===== config.mk =====
export PLATFORM = sky130hd
export DESIGN_NAME = snake_score_display
export DESIGN_NICKNAME = d
export VERILOG_FILES = /design/src/rtl/snake_score_display.sv
export SDC_FILE = /design/constraint.sdc
export NUM_CORES = 1
export LEC_CHECK = 0
export BUFFER_PORTS_ARGS = -buffer_cell sky130_fd_sc_hd__buf_2
export CAP_MARGIN = 15
export CORE_ASPECT_RATIO = 1.1
export CORE_MARGIN = 5
export CORE_UTILIZATION = 60
export CTS_BUF_LIST = sky130_fd_sc_hd__clkbuf_16
export DETAILED_ROUTE_END_ITERATION = 10
export GPL_TIMING_DRIVEN = 0
export MAX_ROUTING_LAYER = met4
export PLACE_DENSITY = 0.81
export SETUP_SLACK_MARGIN = 0.05
export SKIP_LAST_GASP = 1
export SLEW_MARGIN = 20
export SYNTH_ARGS = -nofsm -noshare
export SYNTH_HDL_FRONTEND = slang
export SYNTH_SLANG_ARGS = --single-unit

===== constraint.sdc =====
create_clock -name CLK -period 2.6 [get_ports CLK]
set_input_delay 0 -clock CLK [delete_from_list [all_inputs] [get_ports CLK]]
set_output_delay 0 -clock CLK [all_outputs]
set_load 0.005 [all_outputs]

===== src/rtl/snake_score_display.sv =====
// Seven-segment scoreboard for the snake core: current length on An1/An0, session high
// score on An5/An4, with the score digits blinking while the game is won or lost.
module snake_score_display #(
  parameter int LEN_W     = 4,
  parameter int REFRESH_W = 18,
  parameter int BLINK_W   = 26
) (
  input  logic             CLK,
  input  logic             Reset_n,
  input  logic [LEN_W-1:0] Length,
  input  logic             Qw,
  input  logic             Ql,
  output logic [7:0]       An,
  output logic [7:0]       Ssd,
  output logic [LEN_W-1:0] HiScore
);

  localparam logic [7:0] SEG_BLANK = 8'hFF;

  function automatic logic [7:0] seg_code(input logic [3:0] digit);
    logic [7:0] code;
    case (digit)
      4'd0:    code = 8'b00000011;
      4'd1:    code = 8'b10011111;
      4'd2:    code = 8'b00100101;
      4'd3:    code = 8'b00001101;
      4'd4:    code = 8'b10011001;
      4'd5:    code = 8'b01001001;
      4'd6:    code = 8'b01000001;
      4'd7:    code = 8'b00011111;
      4'd8:    code = 8'b00000001;
      4'd9:    code = 8'b00001001;
      default: code = SEG_BLANK;
    endcase
    return code;
  endfunction

  logic [REFRESH_W-1:0] scan;
  logic [BLINK_W-1:0]   blink;
  logic [7:0]           an_nxt;
  logic [7:0]           ssd_nxt;
  logic [1:0]           slot;
  logic                 slot_first;
  logic                 blink_off;

  // Values are at most 63, so a 7-bit working width covers every legal LEN_W.
  logic [6:0] score_val;
  logic [6:0] hi_val;
  logic [3:0] score_ones;
  logic [3:0] score_tens;
  logic [3:0] hi_ones;
  logic [3:0] hi_tens;

  assign score_val  = 7'(Length);
  assign hi_val     = 7'(HiScore);
  assign score_ones = 4'(score_val % 7'd10);
  assign score_tens = 4'(score_val / 7'd10);
  assign hi_ones    = 4'(hi_val % 7'd10);
  assign hi_tens    = 4'(hi_val / 7'd10);

  assign slot       = scan[REFRESH_W-1:REFRESH_W-2];
  assign slot_first = (scan[REFRESH_W-3:0] == '0);
  assign blink_off  = (Qw | Ql) & blink[BLINK_W-1];

  always_comb begin
    an_nxt  = 8'hFF;
    ssd_nxt = SEG_BLANK;
    case (slot)
      2'd0: begin
        if (!blink_off) begin
          an_nxt  = 8'b11111110;
          ssd_nxt = seg_code(score_ones);
        end
      end
      2'd1: begin
        if (!blink_off && score_tens != 4'd0) begin
          an_nxt  = 8'b11111101;
          ssd_nxt = seg_code(score_tens);
        end
      end
      2'd2: begin
        an_nxt  = 8'b11101111;
        ssd_nxt = seg_code(hi_ones);
      end
      default: begin
        if (hi_tens != 4'd0) begin
          an_nxt  = 8'b11011111;
          ssd_nxt = seg_code(hi_tens);
        end
      end
    endcase
    // Keep all anodes off for one cycle at each slot change to avoid ghosting.
    if (slot_first) an_nxt = 8'hFF;
  end

  always_ff @(posedge CLK or negedge Reset_n) begin
    if (!Reset_n) begin
      scan    <= '0;
      blink   <= '0;
      An      <= 8'hFF;
      Ssd     <= SEG_BLANK;
      HiScore <= '0;
    end else begin
      scan  <= scan + 1'b1;
      blink <= blink + 1'b1;
      An    <= an_nxt;
      Ssd   <= ssd_nxt;
      if (Length > HiScore) HiScore <= Length;
    end
  end

endmodule


# Word-level counts from Yosys, hierarchy flattened
# Memories as Yosys holds them, arrays and structs flattened.
# Cells that the tools add are included.
# Widths: inputs -> output; s select.
dict set report totals {
  regBits 64
  mem_bits_ro 448
  output_inout_bits 20
  wordCells 35
  mem_count 4
}
dict set report op_classes {
  n_addsub 2
  div_mod_pow 4
  order_cmp 1
  n_eq_ne 2
  n_mux 9
  n_bitwise 2
  reduce_logical 6
}
# name depth width rd rd_clocked_by_memory_dff write_ports line
set mem_list {}
lappend mem_list {{(no name shown)} 16 7 1 0 0 22} ;# case (digit)
lappend mem_list {{(no name shown)} 16 7 1 0 0 22}
lappend mem_list {{(no name shown)} 16 7 1 0 0 22}
lappend mem_list {{(no name shown)} 16 7 1 0 0 22}
# cell count
set op_table {}
lappend op_table {{$pmux 8 s3} 2}
lappend op_table {{$mux 8} 4}
lappend op_table {{$add 26x1->26 const B} 1}
lappend op_table {{$add 18x1->18 const B} 1}
lappend op_table {{$logic_not 16->1} 1}
lappend op_table {{$div 4x4->7 const B} 2}
lappend op_table {{$mod 4x4->7 const B} 2}
lappend op_table {{$reduce_bool 4->1} 2}
lappend op_table {{$mux 6} 1}
lappend op_table {{$gt 4x4->1} 1}
lappend op_table {{$eq 2x1->1 const B} 1}
lappend op_table {{$eq 2x2->1 const B} 1}
lappend op_table {{$logic_not 2->1} 1}
lappend op_table {{$mux 2} 1}
lappend op_table {{$and 1x1->1} 1}
lappend op_table {{$logic_and 1x1->1} 1}
lappend op_table {{$logic_not 1->1} 1}
lappend op_table {{$mux 1} 1}
lappend op_table {{$or 1x1->1} 1}

# Logic depth before layout (Yosys ltp)
# Gate-level depths: netlist of run 1.
dict set report logic_depth {
  ltp_word 7
  mapped_depth 13
  ltp_nobuf 11
}

# Least setup slack after synthesis of run 1
# Ideal clock, no wire load.
dict set report synth_timing {
  path_type {reg2reg}
  from {register HiScore[1]}
  to {register Ssd[4]}
  setup_ns 0.082
  arrival_ns 2.235
  t_required_ns 2.518
  slack_ns 0.283
  path_stages_with_launch 14
  path_buffers 2
  synth_period_minus_slack_ns 2.317
  path_cell_list {dfrtp_1 -> buf_2 -> inv_1 -> ha_1 -> inv_1 -> ha_1 -> buf_2 -> inv_1 -> o311ai_0 -> nand2_1 -> ha_1 -> a32oi_1 -> nor2_1 -> a211o_1}
}
dict set report synth_via {
  elab_chain_len 4
}
# element line
set synth_lines {}
lappend synth_lines {{start, declared} 15} ;# output logic [LEN_W-1:0] HiScore
lappend synth_lines {{start signal, assigned} 108} ;# if (Length > HiScore) HiScore <= Length;
lappend synth_lines {{$div 4x4->7} 59} ;# assign hi_tens = 4'(hi_val / 7'd10);
lappend synth_lines {{$mem_v2 16x7 or $reduce_bool 4->1 (tied branches)} n/a}
lappend synth_lines {{$mux 8} 86} ;# if (hi_tens != 4'd0) begin
lappend synth_lines {{$pmux 8 s3 *} 68} ;# case (slot)
lappend synth_lines {{via ssd_nxt[4]} 41} ;# logic [7:0] ssd_nxt;
lappend synth_lines {{end signal, assigned} 107} ;# Ssd <= ssd_nxt;
lappend synth_lines {{end, declared} 14} ;# output logic [7:0] Ssd,
# The timed path passes the listed nets; every way through them passes the cells marked *.
# A chain may end at the register's enable or synchronous reset.

# Worst setup path after layout of run 1
dict set report layout_timing {
  from {register HiScore[1]}
  to {register Ssd[2]}
}
# The elaborated chain is that of the path after synthesis.

==> impl_table.tex, run 1 <==
\begin{tabular}{lr}
\hline
Metric & Value \\
\hline
\multicolumn{2}{l}{\textbf{Clock network}} \\
\quad Deepest level of the CTS H-tree & 3 \\
\quad Clock buffers created by TritonCTS & 9 \\
\quad Clock network latency to the later pin of the worst-skew pair & roughly 0.33 ns \\
\quad Clock Tree Buf Depth & 2 \\
\quad Clock Tree Root & sky130\_fd\_sc\_hd\_\_clkbuf\_16 \\
\quad Clk slew on worst S/H paths & approximately 0.050 ns \\
\quad TritonCTS clock tree & built \\
\quad CTS sink cnt & 59 \\
\multicolumn{2}{l}{\textbf{STA}} \\
\quad Worst max-slew margin expressed relative to the limit & 0.5179 \\
\quad Worst-Margin Slew & about 0.72 ns \\
\quad Final Slew Violations & 0 \\
\quad Unrepaired setup endpoints after global routing & yes \\
\quad Final worst-path cycle share & 0.9363 \\
\quad Post-Route Setup TNS & 0 ns \\
\quad Minimum hold slack & approximately 0.020 ns \\
\quad Final clock skew & 0.008058 ns \\
\quad Final setup viols & 0 \\
\quad Final hold violation count & 0 \\
\quad F\_max & just over 0.4 GHz \\
\quad Final Critical Period & 2.434 ns \\
\multicolumn{2}{l}{\textbf{Layout}} \\
\quad Number of inserted diodes & 0 \\
\quad Count of non-filler cells in the finished layout & roughly 460 \\
\quad Fraction of layout cells with a size suffix above 1 & 0.2120 \\
\quad Post-synthesis to final-layout area growth & 17.56\% \\
\quad Final \#Nets & approximately 400 \\
\quad Final Cell Area & approximately 4000 sq um \\
\multicolumn{2}{l}{\textbf{Power and ir drop}} \\
\quad Post-layout total power & approximately 3500 uW \\
\quad Leakage power total & $\sim$0.0019 uW \\
\quad Power per Cell Area & a little under 900 nW/um\^{}2 \\
\quad Max VDD drop & between 0.0004 and 0.0005 V \\
\multicolumn{2}{l}{\textbf{GRT}} \\
\quad Maximum number of pins on one net before global-route repair & 60 \\
\quad First-pass GRT wire length & $\sim$12000 um \\
\quad Number of antenna violations at the first check in global routing & 0 \\
\quad Total grt overflow & 0 \\
\quad GRT Total Usage & 0.2153 \\
\quad Vias in the first global route & $\sim$2600 \\
\multicolumn{2}{l}{\textbf{Floorplanning}} \\
\quad Core Region & between 5000 and 6000 sq um \\
\quad Row cnt & 28 \\
\quad Die extent in y & approximately 90 um \\
\quad Io pins & 28 \\
\quad Initial standard-cell utilization of the core & 0.6245 \\
\quad Floorplan die width & 81.92 um \\
\quad Die area & about 7300 sq um \\
\multicolumn{2}{l}{\textbf{Critical path}} \\
\quad Critical path class & flip-flop to flip-flop \\
\quad Critical path origin & HiScore[1] \\
\quad Crit path arrival time & 2.68 ns \\
\quad Critical Path End Type & flip-flop \\
\quad Combined buffer and inverter count along the critical path & 4 \\
\quad Largest delay contributor family on the critical path & compound AO/OA/AOI/OAI gates \\
\quad Reg2Reg Launch Point & HiScore[1] \\
\quad CP cell instances & buf\_6 -> inv\_2 -> ha\_1 -> inv\_1 -> ha\_1 -> buf\_6 -> or3\_1 -> o211ai\_2 -> o21ai\_1 -> and2\_1 -> a221o\_1 \\
\quad Data required time of the worst path & around 2.8 ns \\
\quad Highest fanout seen on the critical path & 7 \\
\quad Kind of start point of the critical path & flip-flop \\
\quad Highest cell delay on the worst timing path & approximately 0.39 ns \\
\quad Slowest library cell on the worst path & sky130\_fd\_sc\_hd\_\_dfrtp\_1 \\
\multicolumn{2}{l}{\textbf{Yosys}} \\
\quad Fraction of the yosys area taken by sequential cells & 0.4366 \\
\quad Post-Synthesis Cell Area & around 3400 sq um \\
\quad Synth top area share & 0.3519 \\
\quad Number of synthesized register bits & 59 \\
\quad Most used DFF post-synth & sky130\_fd\_sc\_hd\_\_dfrtp\_1 \\
\quad Largest area contributor in the synthesized netlist & sky130\_fd\_sc\_hd\_\_dfrtp\_1 \\
\quad Asr flop ratio synth & 1.000 \\
\quad EDFF count, synth & 0 \\
\quad Top cells by area, synth & sky130\_fd\_sc\_hd\_\_dfrtp\_1 35\%, sky130\_fd\_sc\_hd\_\_dfstp\_2 8.5\%, sky130\_fd\_sc\_hd\_\_ha\_1 8.1\% \\
\quad Synthesized instance count & $\sim$330 \\
\quad Yosys warnings & 0 \\
\quad Post-Synthesis Mean Instance Area & $\sim$10 sq um \\
\quad Distinct cells, synth & 60 \\
\multicolumn{2}{l}{\textbf{Placed design}} \\
\quad Number of placed instances, taps included & 435 \\
\quad Final estimated routing congestion in global placement & between 0.9 and 1 \\
\quad DP Area & 3635 sq um \\
\quad Input/output buffers & 22 \\
\quad Hpwl dp & roughly 4700 um \\
\multicolumn{2}{l}{\textbf{Run status}} \\
\quad Status & complete, no violations \\
\multicolumn{2}{l}{\textbf{Worst hold path}} \\
\quad Min-delay worst type & primary input to flip-flop \\
\quad Hold Startpoint & Length[2] \\
\multicolumn{2}{l}{\textbf{Routing}} \\
\quad Vias per inst & approximately 5.7 \\
\quad Post-detailed-routing wire length & 6986 um \\
\quad Total via count in the routed design & around 2600 \\
\quad Routed Antenna Nets & 0 \\
\quad Remaining routing DRC violations & 0 \\
\quad DR pass1 iterations & 6 \\
\quad DRT iter0 DRCs & 291 \\
\quad Routed wirelength normalized by instance count & roughly 15 um \\
\multicolumn{2}{l}{\textbf{Job}} \\
\quad Number of max-capacitance violations reported & 0 \\
\hline
\end{tabular}
## synth_stat cells, drive strengths merged, types with 2 or more instances
master  instances
and2b           3
xnor2          29
nand2          28
nor4b           2
dfrtp          48
a21oi           8
a31oi           3
a211oi          2
nand4          10
nor2           21
nor4            3
a221o           2
o21ai          11
and4            4
and2            4
o311ai          3
o21a            3
mux2i           5
buf            10
inv            27
xor2           12
nand3          19
mux2            2
and3            6
ha             22
o211ai          2
nand2b          2
dfstp          11
a211o           2
nor3            8
## path summary, 6_finish.rpt
path,end,slack [ns],depth (start not counted)
max in group asynchronous,HiScore[2],1.81,2
max reg2reg,Ssd[2],0.17,11
min in group asynchronous,blink[3],0.27,2
min reg2reg,blink[13],0.46,1
max,Ssd[2],0.17,11
min,HiScore[2],0.02,3
## what timing repair did
item,in CTS,in global routing
pin swaps,1,4
endpoints found under the setup margin,3,7
setup buffers,0,5
hold endpoints to repair,48,0
resized for setup,2,9
hold buffers,1,0
## power breakdown
part / switching, uW / internal [uW] / leakage [uW] / total, uW
combinational: 713 / 541 / 0.000992 / 1250
sequential: 47.3 / 984 / 0.000747 / 1030
clock: 439 / 747 / 0.000142 / 1190
## worst register-to-register path: stages (launching register included)
cell                       delay [ns]
sky130_fd_sc_hd__dfrtp_1         0.39
sky130_fd_sc_hd__buf_6           0.14
sky130_fd_sc_hd__inv_2           0.13
sky130_fd_sc_hd__ha_1            0.16
sky130_fd_sc_hd__inv_1           0.04
sky130_fd_sc_hd__ha_1            0.18
sky130_fd_sc_hd__buf_6           0.13
sky130_fd_sc_hd__or3_1           0.35
sky130_fd_sc_hd__o211ai_2        0.14
sky130_fd_sc_hd__o21ai_1         0.14
sky130_fd_sc_hd__and2_1          0.19
sky130_fd_sc_hd__a221o_1         0.36
## cells by family after synthesis
logic type,share of synthesized area
buffers and inverters,0.05572
muxes,0.02126
other,0.001099
AOI/OAI and AO/OA,0.1074
xor gates and xnor gates,0.1052
DFF,0.4366
adders and majority gates,0.08064
and+or+nand+nor,0.1921
## flip-flops by register name, indices dropped and copies added, names as in the netlist
name,flops
blink,26
scan,18
Ssd,7
An,4
HiScore,4
## through the flow
stage	worst slack [ns]	util
after CTS	0.05899	0.7223
final	0.1657	0.7342
after floorplan	0.2834	-
after global routing	0.02589	0.7342
after global placement	0.03345	0.6646
after detailed placement	-0.03160	0.6651
## final cells by class
class | count | area [sq um]
repair buffers | 28 | 160.2
clock inverters | 7 | 76.32
flip-flops and latches | 59 | 1491
fillers | 398 | 1453
plain buffers | 12 | 101.3
multi-input cells | 240 | 1763
clock buffers | 9 | 225.2
well taps | 75 | 93.84
inverters | 27 | 101.3
## layout by cell type (no fill, tap or decap), drive strengths merged, types with 12 or more instances in the layout
| master | count |
|---|---|
| dfrtp | 48 |
| buf | 37 |
| xnor2 | 29 |
| inv | 29 |
| nand2 | 28 |
| ha | 22 |
| nor2 | 21 |
| nand3 | 19 |
| xor2 | 12 |
## per-layer routing
metal  wire [um]  track usage  up-vias
met3         318      0.05141       17
met4         155      0.09366        0
met1        3072       0.2593     1261
li1            -            -     1246
met2        3440       0.3446       66
met5           0            -        -
No activity file was read; power rests on OpenSTA's default activity.
==> run 2: changes to the inputs <==
- CORE_UTILIZATION: 60 -> 64
- PLACE_DENSITY: 0.81 -> 0.85
- SLEW_MARGIN: 20 -> 15
- clock period: 2.6 -> 3 ns (I/O delays scaled with it)
==> run 2 against run 1 <==
Against the previous run:
- fmax decreased by 10%
- routed wire length is 0.34% higher
- clock power fell by 12%
- non-clock buffer count shrank 5
- critical endpoint is now Ssd[4]
- critical path depth increased by 2
- die area down 5.5%
- worst setup slack better by 0.13 ns
- largest cell class unchanged
- first-iteration DRC count down 15%
- total power is 16% lower
- critical path type unchanged
- combinational power is 24% lower
==> impl_table.tex, run 2 (synthesis results as in run 1) <==
\begin{tabular}{lr}
\hline
Metric & Value \\
\hline
\multicolumn{2}{l}{\textbf{Routing}} \\
\quad Routed Antenna Nets & 0 (unchanged) \\
\quad Post-detailed-routing wire length & 7010 um (+0.34\%) \\
\quad Total via count in the routed design & 2608 (+0.69\%) \\
\quad DR pass1 iterations & 5 (-1) \\
\quad Remaining routing DRC violations & 0 (unchanged) \\
\quad Routed wirelength normalized by instance count & 15.61 um (+2.1\%) \\
\quad Vias per inst & 5.808 (+2.5\%) \\
\quad DRT iter0 DRCs & 247 (-15\%) \\
\multicolumn{2}{l}{\textbf{Clock network}} \\
\quad CTS sink cnt & 59 (unchanged) \\
\quad Deepest level of the CTS H-tree & 3 (unchanged) \\
\quad Clock Tree Buf Depth & 2 (unchanged) \\
\quad Clock buffers created by TritonCTS & 9 (unchanged) \\
\quad Count of buffers added by post-CTS timing repair for setup & 0 (unchanged) \\
\quad PostCTS Resize Cnt & 0 (-2) \\
\quad Clk slew on worst S/H paths & 0.06 ns (about the same) \\
\quad Clock network latency to the later pin of the worst-skew pair & 0.34 ns (about the same) \\
\quad TritonCTS clock tree & built \\
\quad Clock Tree Root & sky130\_fd\_sc\_hd\_\_clkbuf\_16 \\
\multicolumn{2}{l}{\textbf{Critical path}} \\
\quad Highest fanout seen on the critical path & 10 (+3) \\
\quad Reg2Reg Capture Point & Ssd[4] \\
\quad Reg2Reg Launch Point & HiScore[1] \\
\quad Number of cells traversed by the worst register-to-register path & 13 (+2) \\
\quad Critical Path End Type & flip-flop \\
\quad Kind of start point of the critical path & flip-flop \\
\quad Critical path class & flip-flop to flip-flop \\
\quad Crit path arrival time & 2.96 ns (+0.28 ns) \\
\quad Worst reg-to-reg setup slack & 0.29 ns (+0.13 ns) \\
\quad Data required time of the worst path & 3.25 ns (+0.41 ns) \\
\multicolumn{2}{l}{\textbf{Power and ir drop}} \\
\quad Power per Cell Area & 736.2 nW/um\^{}2 (-15\%) \\
\quad Sw Pwr & 1024 uW (-15\%) \\
\quad Combinational share of power & 0.326 (-0.035) \\
\quad Internal power contribution & 1878 uW (-17\%) \\
\quad Share of total power in sequential cells & 0.314 (+0.017) \\
\quad Switching share of total power & 0.3529 (+0.007331) \\
\quad Max VDD drop & 0.0004651 V (-6.0\%) \\
\quad Leakage power total & 0.001856 uW (-1.3\%) \\
\quad Clock Power Share & 0.361 (+0.019) \\
\quad Post-layout total power & 2903 uW (-16\%) \\
\multicolumn{2}{l}{\textbf{GRT}} \\
\quad First-pass GRT wire length & 11870 um (+3.0\%) \\
\quad Maximum number of pins on one net before global-route repair & 60 (unchanged) \\
\quad Total grt overflow & 0 (unchanged) \\
\quad Number of antenna violations at the first check in global routing & 0 (unchanged) \\
\quad GRT Total Usage & 0.2312 (+0.01590) \\
\quad Vias in the first global route & 2557 (+0.24\%) \\
\multicolumn{2}{l}{\textbf{STA}} \\
\quad Worst max-slew margin expressed relative to the limit & 0.5248 (+0.006919) \\
\quad F\_max & 0.3696 GHz (-10\%) \\
\quad Final clock skew & 0.008328 ns (+0.0002702 ns) \\
\quad Final worst-path cycle share & 0.9018 (-0.03442) \\
\quad Final Critical Period & 2.706 ns (+0.2713 ns) \\
\quad Unrepaired setup endpoints after global routing & no \\
\quad Final hold violation count & 0 (unchanged) \\
\quad Post-Route Setup TNS & 0 ns (unchanged) \\
\quad Final setup viols & 0 (unchanged) \\
\quad Final Slew Violations & 0 (unchanged) \\
\quad Minimum hold slack & 0.02011 ns (+0.0004665 ns) \\
\quad Worst-Margin Slew & 0.7127 ns (-0.01038 ns) \\
\multicolumn{2}{l}{\textbf{Floorplanning}} \\
\quad Die extent in y & 86.60 um (-2.8\%) \\
\quad Core Region & 5101 sq um (-6.7\%) \\
\quad Row cnt & 27 (-3.6\%) \\
\quad Initial standard-cell utilization of the core & 0.6691 (+0.04458) \\
\quad Io pins & 28 (unchanged) \\
\quad Floorplan die width & 79.63 um (-2.8\%) \\
\quad Die area & 6896 sq um (-5.5\%) \\
\multicolumn{2}{l}{\textbf{Layout}} \\
\quad Final \#Nets & 402 (-1.2\%) \\
\quad Max reg flops & 26 (unchanged) \\
\quad Count of non-filler cells in the finished layout & 449 (-1.8\%) \\
\quad Final-layout fill cell count & 337 (-15\%) \\
\quad Post-synthesis to final-layout area growth & 15.51\% \\
\quad Leading cell type in the layout, fill and taps excluded & sky130\_fd\_sc\_hd\_\_dfrtp\_1 \\
\quad Largest register by flop count & blink \\
\quad Fraction of layout cells with a size suffix above 1 & 0.1910 (-0.02106) \\
\quad Commonest cells after routing, fill and taps aside & 48 x sky130\_fd\_sc\_hd\_\_dfrtp\_1, 29 x sky130\_fd\_sc\_hd\_\_xnor2\_1, 28 x sky130\_fd\_sc\_hd\_\_nand2\_1 \\
\quad Number of inserted diodes & 0 (unchanged) \\
\quad Registers with the most flip-flops & blink: 26 flops, scan: 18 flops, Ssd: 7 flops \\
\multicolumn{2}{l}{\textbf{Placed design}} \\
\quad Number of placed instances, taps included & 432 (-0.69\%) \\
\quad Final estimated routing congestion in global placement & 0.9734 (+7.6\%) \\
\quad Hpwl dp & 4553 um (-2.5\%) \\
\quad Input/output buffers & 22 (unchanged) \\
\multicolumn{2}{l}{\textbf{Worst hold path}} \\
\quad Worst-case hold path end point & HiScore[2] \\
\quad Min-Delay Path Depth & 3 (unchanged) \\
\quad Hold Startpoint & Length[2] \\
\quad Min-delay worst type & primary input to flip-flop \\
\multicolumn{2}{l}{\textbf{Run status}} \\
\quad Status & complete, no violations \\
\multicolumn{2}{l}{\textbf{Job}} \\
\quad Number of max-capacitance violations reported & 0 (unchanged) \\
\hline
\end{tabular}
[run 2: worst max-delay path by stage]
| stage | from | to | slack (ns) | cells after the start |
|---|---|---|---|---|
| after floorplan | HiScore[1] | Ssd[4] | 0.68 | 13 |
| after global placement | HiScore[2] | Ssd[4] | 0.41 | 12 |
| after detailed placement | HiScore[2] | Ssd[4] | 0.38 | 12 |
| after CTS | HiScore[2] | Ssd[4] | 0.31 | 12 |
| after global routing | HiScore[2] | Ssd[4] | 0.05 | 12 |
| final | HiScore[1] | Ssd[4] | 0.29 | 13 |
[run 2: final cells by class]
class	instances	area (sq um)	share of cell area
multi-input combinational	240	1748	0.4434
buffer	12	88.84	0.02253
sequential	59	1490	0.3780
clock inverter	7	76.32	0.01936
tap	72	90.09	0.02285
clock buffer	9	225.2	0.05712
timing repair buffer	23	122.6	0.03110
inverter	27	101.3	0.02571
[run 2: power groups by stage]
stage | logic [uW] | registers, uW | clock network [uW]
after floorplan | 680 | 914 | 0
after global placement | 871 | 919 | 0
after detailed placement | 895 | 921 | 0
after CTS | 930 | 909 | 1050
after global routing | 1030 | 918 | 1090
final | 946 | 910 | 1050
[run 2: repair_timing]
action,CTS,global route
endpoints found under the hold margin,48,0
setup endpoints to repair,0,0
hold buffers,1,0
[run 2: critical path, cell delays in order (launching register included)]
cell                       delay (ns)
sky130_fd_sc_hd__dfrtp_1         0.35
sky130_fd_sc_hd__buf_2           0.21
sky130_fd_sc_hd__inv_1           0.17
sky130_fd_sc_hd__ha_1            0.23
sky130_fd_sc_hd__inv_1           0.05
sky130_fd_sc_hd__ha_1            0.13
sky130_fd_sc_hd__buf_2           0.20
sky130_fd_sc_hd__inv_1           0.09
sky130_fd_sc_hd__o311ai_0        0.14
sky130_fd_sc_hd__nand2_1         0.18
sky130_fd_sc_hd__ha_1            0.33
sky130_fd_sc_hd__a32oi_1         0.18
sky130_fd_sc_hd__nor2_1          0.07
sky130_fd_sc_hd__a211o_1         0.29
[run 2: layer usage]
layer | wire length (um) | part of all wire | vias to the layer above | GRT usage
met2 | 3451 | 0.49 | 80 | 0.3759
met5 | 0 | 0 | - | -
met3 | 332 | 0.047 | 20 | 0.04678
li1 | - | - | 1233 | -
met1 | 3000 | 0.43 | 1275 | 0.2719
met4 | 226 | 0.032 | 0 | 0.1172
[run 2: per-stage QoR]
| stage | area, sq um | setup slack, ns | util |
|---|---|---|---|
| after floorplan | 3428 | 0.6834 | - |
| after global routing | 3943 | 0.05339 | 0.7729 |
| after global placement | 3628 | 0.4076 | 0.7113 |
| after detailed placement | 3631 | 0.3842 | 0.7118 |
| after CTS | 3943 | 0.3129 | 0.7729 |
| final | 3943 | 0.2945 | 0.7729 |
